`src/rtl/spi_pkg.sv`:
```
// Shared SPI target definitions: default word width, synchronizer depth and FSM state type.
`timescale 1ns/1ps
package spi_pkg;

   localparam int SPI_WIDTH       = 8;
   localparam int SPI_SYNC_STAGES = 2;

   typedef enum logic {
      IDLE   = 1'b0,
      ACTIVE = 1'b1
   } spi_state_e;

endpackage

```
`src/rtl/sync_ff.sv`:
```
// N-stage single-bit synchronizer for pins asynchronous to clk.
// RESET_VAL selects the idle level the chain settles to under reset.
`timescale 1ns/1ps
module sync_ff #(
   parameter int   STAGES    = 2,
   parameter logic RESET_VAL = 1'b0
) (
   input  logic clk,
   input  logic rst_n,
   input  logic d,
   output logic q
);

   logic [STAGES-1:0] sync_reg;

   always_ff @(posedge clk or negedge rst_n) begin
      if (!rst_n) begin
         sync_reg <= {STAGES{RESET_VAL}};
      end else begin
         sync_reg <= {sync_reg[STAGES-2:0], d};
      end
   end

   assign q = sync_reg[STAGES-1];

endmodule

```
`src/rtl/spi_target.sv`:
```
// SPI mode-0 responder. All SPI pins are oversampled in the clk domain; responds
// with host-supplied tx_data or an echo of the last received word.
`timescale 1ns/1ps
module spi_target
   import spi_pkg::*;
#(
   parameter int WIDTH       = SPI_WIDTH,
   parameter int SYNC_STAGES = SPI_SYNC_STAGES
) (
   input  logic             clk,
   input  logic             rst_n,
   input  logic             spi_sclk,
   input  logic             spi_mosi,
   input  logic             spi_ss_n,
   output logic             spi_miso,
   output logic             spi_miso_oe,
   input  logic [WIDTH-1:0] tx_data,
   input  logic             tx_valid,
   output logic             tx_taken,
   output logic [WIDTH-1:0] rx_data,
   output logic             rx_valid,
   output logic             frame_err,
   output logic             busy
);

   localparam int               CNT_W    = (WIDTH > 2) ? $clog2(WIDTH) : 1;
   localparam logic [CNT_W-1:0] LAST_BIT = CNT_W'(WIDTH - 1);

   logic sclk_s, mosi_s, ss_n_s;

   sync_ff #(.STAGES(SYNC_STAGES), .RESET_VAL(1'b0)) u_sync_sclk (
      .clk(clk), .rst_n(rst_n), .d(spi_sclk), .q(sclk_s)
   );
   sync_ff #(.STAGES(SYNC_STAGES), .RESET_VAL(1'b0)) u_sync_mosi (
      .clk(clk), .rst_n(rst_n), .d(spi_mosi), .q(mosi_s)
   );
   sync_ff #(.STAGES(SYNC_STAGES), .RESET_VAL(1'b1)) u_sync_ss_n (
      .clk(clk), .rst_n(rst_n), .d(spi_ss_n), .q(ss_n_s)
   );

   spi_state_e       state_reg;
   logic             sclk_d_reg;
   logic             ss_n_d_reg;
   logic [WIDTH-1:0] rx_shift_reg;
   logic [WIDTH-1:0] tx_shift_reg;
   logic [WIDTH-1:0] rx_data_reg;
   logic [WIDTH-1:0] last_rx_reg;
   logic [CNT_W-1:0] bit_cnt_reg;
   logic             load_pending_reg;
   logic             tx_taken_reg;
   logic             rx_valid_reg;
   logic             frame_err_reg;

   logic             sclk_rise, sclk_fall, ss_rise, ss_fall;
   logic [WIDTH-1:0] rx_word_next;
   logic [WIDTH-1:0] tx_load_word;
   logic             drive_active;

   assign sclk_rise    = sclk_s & ~sclk_d_reg;
   assign sclk_fall    = ~sclk_s & sclk_d_reg;
   assign ss_rise      = ss_n_s & ~ss_n_d_reg;
   assign ss_fall      = ~ss_n_s & ss_n_d_reg;
   assign rx_word_next = {rx_shift_reg[WIDTH-2:0], mosi_s};
   assign tx_load_word = tx_valid ? tx_data : last_rx_reg;

   always_ff @(posedge clk or negedge rst_n) begin
      if (!rst_n) begin
         state_reg        <= IDLE;
         sclk_d_reg       <= 1'b0;
         ss_n_d_reg       <= 1'b1;
         rx_shift_reg     <= '0;
         tx_shift_reg     <= '0;
         rx_data_reg      <= '0;
         last_rx_reg      <= '0;
         bit_cnt_reg      <= '0;
         load_pending_reg <= 1'b0;
         tx_taken_reg     <= 1'b0;
         rx_valid_reg     <= 1'b0;
         frame_err_reg    <= 1'b0;
      end else begin
         sclk_d_reg    <= sclk_s;
         ss_n_d_reg    <= ss_n_s;
         tx_taken_reg  <= 1'b0;
         rx_valid_reg  <= 1'b0;
         frame_err_reg <= 1'b0;
         case (state_reg)
            IDLE: begin
               // sclk/mosi activity is ignored until select falls
               if (ss_fall) begin
                  state_reg        <= ACTIVE;
                  tx_shift_reg     <= tx_load_word;
                  tx_taken_reg     <= tx_valid;
                  rx_shift_reg     <= '0;
                  bit_cnt_reg      <= '0;
                  load_pending_reg <= 1'b0;
               end
            end
            ACTIVE: begin
               // Deselect takes priority over any sclk edge in the same cycle
               if (ss_rise) begin
                  state_reg        <= IDLE;
                  frame_err_reg    <= (bit_cnt_reg != '0);
                  bit_cnt_reg      <= '0;
                  load_pending_reg <= 1'b0;
               end else if (sclk_rise) begin
                  rx_shift_reg <= rx_word_next;
                  if (bit_cnt_reg == LAST_BIT) begin
                     bit_cnt_reg      <= '0;
                     rx_data_reg      <= rx_word_next;
                     last_rx_reg      <= rx_word_next;
                     rx_valid_reg     <= 1'b1;
                     load_pending_reg <= 1'b1;
                  end else begin
                     bit_cnt_reg <= bit_cnt_reg + CNT_W'(1);
                  end
               end else if (sclk_fall) begin
                  // The falling edge after a completed word reloads instead of shifting
                  if (load_pending_reg) begin
                     tx_shift_reg     <= tx_load_word;
                     tx_taken_reg     <= tx_valid;
                     load_pending_reg <= 1'b0;
                  end else begin
                     tx_shift_reg <= {tx_shift_reg[WIDTH-2:0], 1'b0};
                  end
               end
            end
            default: state_reg <= IDLE;
         endcase
      end
   end

   // Pad is released in the same cycle the deselect edge is seen
   assign drive_active = (state_reg == ACTIVE) && !ss_rise;
   assign spi_miso     = drive_active & tx_shift_reg[WIDTH-1];
   assign spi_miso_oe  = drive_active;
   assign busy         = (state_reg == ACTIVE);
   assign tx_taken     = tx_taken_reg;
   assign rx_data      = rx_data_reg;
   assign rx_valid     = rx_valid_reg;
   assign frame_err    = frame_err_reg;

endmodule

```
`config.mk`:
```
export PLATFORM = sky130hd
export DESIGN_NAME = spi_target
export DESIGN_NICKNAME = d
export VERILOG_FILES = /design/src/rtl/spi_pkg.sv /design/src/rtl/sync_ff.sv /design/src/rtl/spi_target.sv
export SDC_FILE = /design/constraint.sdc
export NUM_CORES = 1
export LEC_CHECK = 0
export CORE_MARGIN = 3
export CORE_UTILIZATION = 43
export DETAILED_ROUTE_END_ITERATION = 10
export PLACE_DENSITY = 0.69
export SLEW_MARGIN = 25
export SYNTH_ARGS = -nofsm -noshare
export SYNTH_HDL_FRONTEND = slang
export SYNTH_SLANG_ARGS = --single-unit
export TNS_END_PERCENT = 10
```
`constraint.sdc`:
```
create_clock -name clk -period 3.2 [get_ports clk]
set_input_delay 0.64 -clock clk [delete_from_list [all_inputs] [get_ports clk]]
set_output_delay 0.64 -clock clk [all_outputs]
set_load 0.02 [all_outputs]
```
==> flow_summary.toml <==
[power]
ir_drop_v = 0.000211
static-leakage-power_nw = 0.998
powerDensity_nw_per_um2 = 534

[logic_synthesis]
syn_inst = 133
ys.warnings.count = 0
yosysSeqAreaShare = 0.559
synth.avg_cell_area_um2 = 13.2
synth-main-ff-cell = "dfrtp_1"
synth_edf_count = 0
synthArstFlopShare = 1.00
synth_nets = 150
synth_area_leaders = "dfrtp_1 (51%), mux2_2 (10%), mux2i_1 (6.3%)"
yosys.area.top_type = "dfrtp_1"
ys_ff_latch = 39
ys_types = 27
yosysMostFrequentCell = "dfrtp_1"
synth_largest_type_area_fraction = 0.514
syn_area_um2 = 1750
synthTopCellsByCount = "dfrtp_1 (36), mux2_2 (16), inv_1 (11), mux2i_1 (11), nand4_1 (10)"

[cells_and_area]
syn2layout_area_growth_pct = 22.1
n_fill_cell = 320
diodes = 0
fin_nets = 177
regArea_um2 = 980
multi_input_area_um2 = 683
drive_above_1_share = 0.261

[sta]
fin_hold_ws_ns = 0.352
slew_headroom = 0.439
setup_tns_ns = 0
skew_ns = 0.00797
maxSlewViolCount = 0
fin_crit_sh = 0.886
fmax_mhz = 353
finalSetupViolations = 0
grt_setup_unrepaired = "no"
period_minus_slack_ns = 2.84
worst_slew_pin_slew_ns = 0.841
hold_viol_final = 0

[job]
cap_violations = 0

[drt]
finalWirelength_um = 2970
drtPass1Iterations = 5
drt_iter0_drc = 39
ant_nets = 0
via_count = 1065
drc_errors = 0
via_per_inst = 5.10
post_drt_wl_per_cell_um = 14.2

[die]
coreArea_um2 = 3800
row_count = 22
io_pins = 28
die_h_um = 69.9
start_util = 0.461
die_w_um = 69.9
die_area_um2 = 4880

[clock_network]
cts.sinks = 39
cts_tree = "built"
cts_buffers = 5
clk_pin_slew_ns = 0.07
post_cts_buffers = 0
htree_levels = 2
clock-root-buffer = "clkbuf_8"
cts.hold.buffers_added = 0
cts_buffer_depth = 2
cts_resized = 0
insertion_delay_ns = 0.29

[worst_setup_path]
critPathKind = "flip-flop to primary output"
critPathLaunchType = "flip-flop"
critPathMaxFanout = 16
cp.required_ns = 2.56
worstPathArrival_ns = 2.20
endpoint_kind = "primary output"

[placed_design]
dp_hpwl_um = 2090
portBuffers = 27
place_congestion = 0.759

[global_routing]
grt_first_pass_wirelength_um = 5090
grt_pass1_vias = 1099
overflow = 0
antenna_found_initial = 0
grt_max_degree = 40
grt_usage = 0.133

[run_status]
run_status = "completed"

[worst_hold_path]
hp-class = "flip-flop to flip-flop"
-- path summary, 6_finish.rpt --
path                       slack [ns]                       to  cells after the start               startpoint
min in group asynchronous        0.45           last_rx_reg[5]                      1                    rst_n
hold reg to reg                  0.35  u_sync_mosi.sync_reg[1]                      0  u_sync_mosi.sync_reg[0]
setup / recovery                 0.36                 spi_miso                      4               ss_n_d_reg
hold / removal                   0.35  u_sync_mosi.sync_reg[1]                      0  u_sync_mosi.sync_reg[0]
max in group asynchronous        2.22         load_pending_reg                      1                    rst_n
setup reg to reg                 1.07          tx_shift_reg[6]                      3                     busy
-- area by class of cell --
cell class / instances / area share
Multi-Input combinational cell: 75 / 0.319
Tap cell: 48 / 0.0281
Inverter: 11 / 0.0193
Timing Repair Buffer: 28 / 0.127
Clock inverter: 1 / 0.00351
Clock buffer: 7 / 0.0450
Sequential cell: 39 / 0.458
-- where the power goes --
group	switching (mW)	internal [mW]
Sequential	0.0387	0.553
Combinational	0.0850	0.104
Clock	0.167	0.196
-- stage by stage --
stage	utilization	cells	area (um2)	power [mW]	setup slack [ns]
2_1_floorplan	-	133	1750	0.729	1.12
3_3_place_gp	0.536	201	2040	0.784	0.705
3_5_place_dp	0.536	201	2040	0.794	0.681
4_1_cts	0.564	209	2140	1.16	0.343
5_1_grt	0.564	209	2140	1.20	0.210
6_report	0.564	209	2140	1.14	0.364
-- cells in the final DEF, fill, tap and decap left out, drive strengths merged --
cell / instances
nor3b: 2
nand4: 11
a41oi: 1
nor2b: 4
dfrtp: 36
o21a: 1
clkinvlp: 1
nor2: 2
ha: 3
nand2: 2
o31ai: 3
mux2: 20
a31o: 1
o21ai: 2
clkdlybuf4s50: 26
mux2i: 11
a21bo: 7
buf: 2
dfstp: 3
nand2b: 2
clkbuf: 7
a211oi: 1
inv: 11
a31oi: 2
-- critical path: stages (launching register included) --
cell and delay [ns]:
dfstp_2 0.54, nand2b_1 0.47, nand2_1 0.16, nor2_1 0.12, clkdlybuf4s50_1 0.61
-- cell families after synthesis --
family,share of synthesized area
AND/OR/NAND/NOR,0.0842
AO/OA/AOI/OAI,0.0842
flip-flops,0.559
multiplexers,0.200
buffers and inverters,0.0514
adder cells (fa/ha/maj),0.0214
-- per-layer routing --
layer | share of wire | track usage | vias to the layer above
met4 | 0.021 | 0.0766 | 0
met5 | 0 | 0 | -
met2 | 0.48 | 0.209 | 22
li1 | - | - | 520
met1 | 0.45 | 0.165 | 518
met3 | 0.042 | 0.0374 | 5
Note: power is estimated with default switching activity, not from simulation.
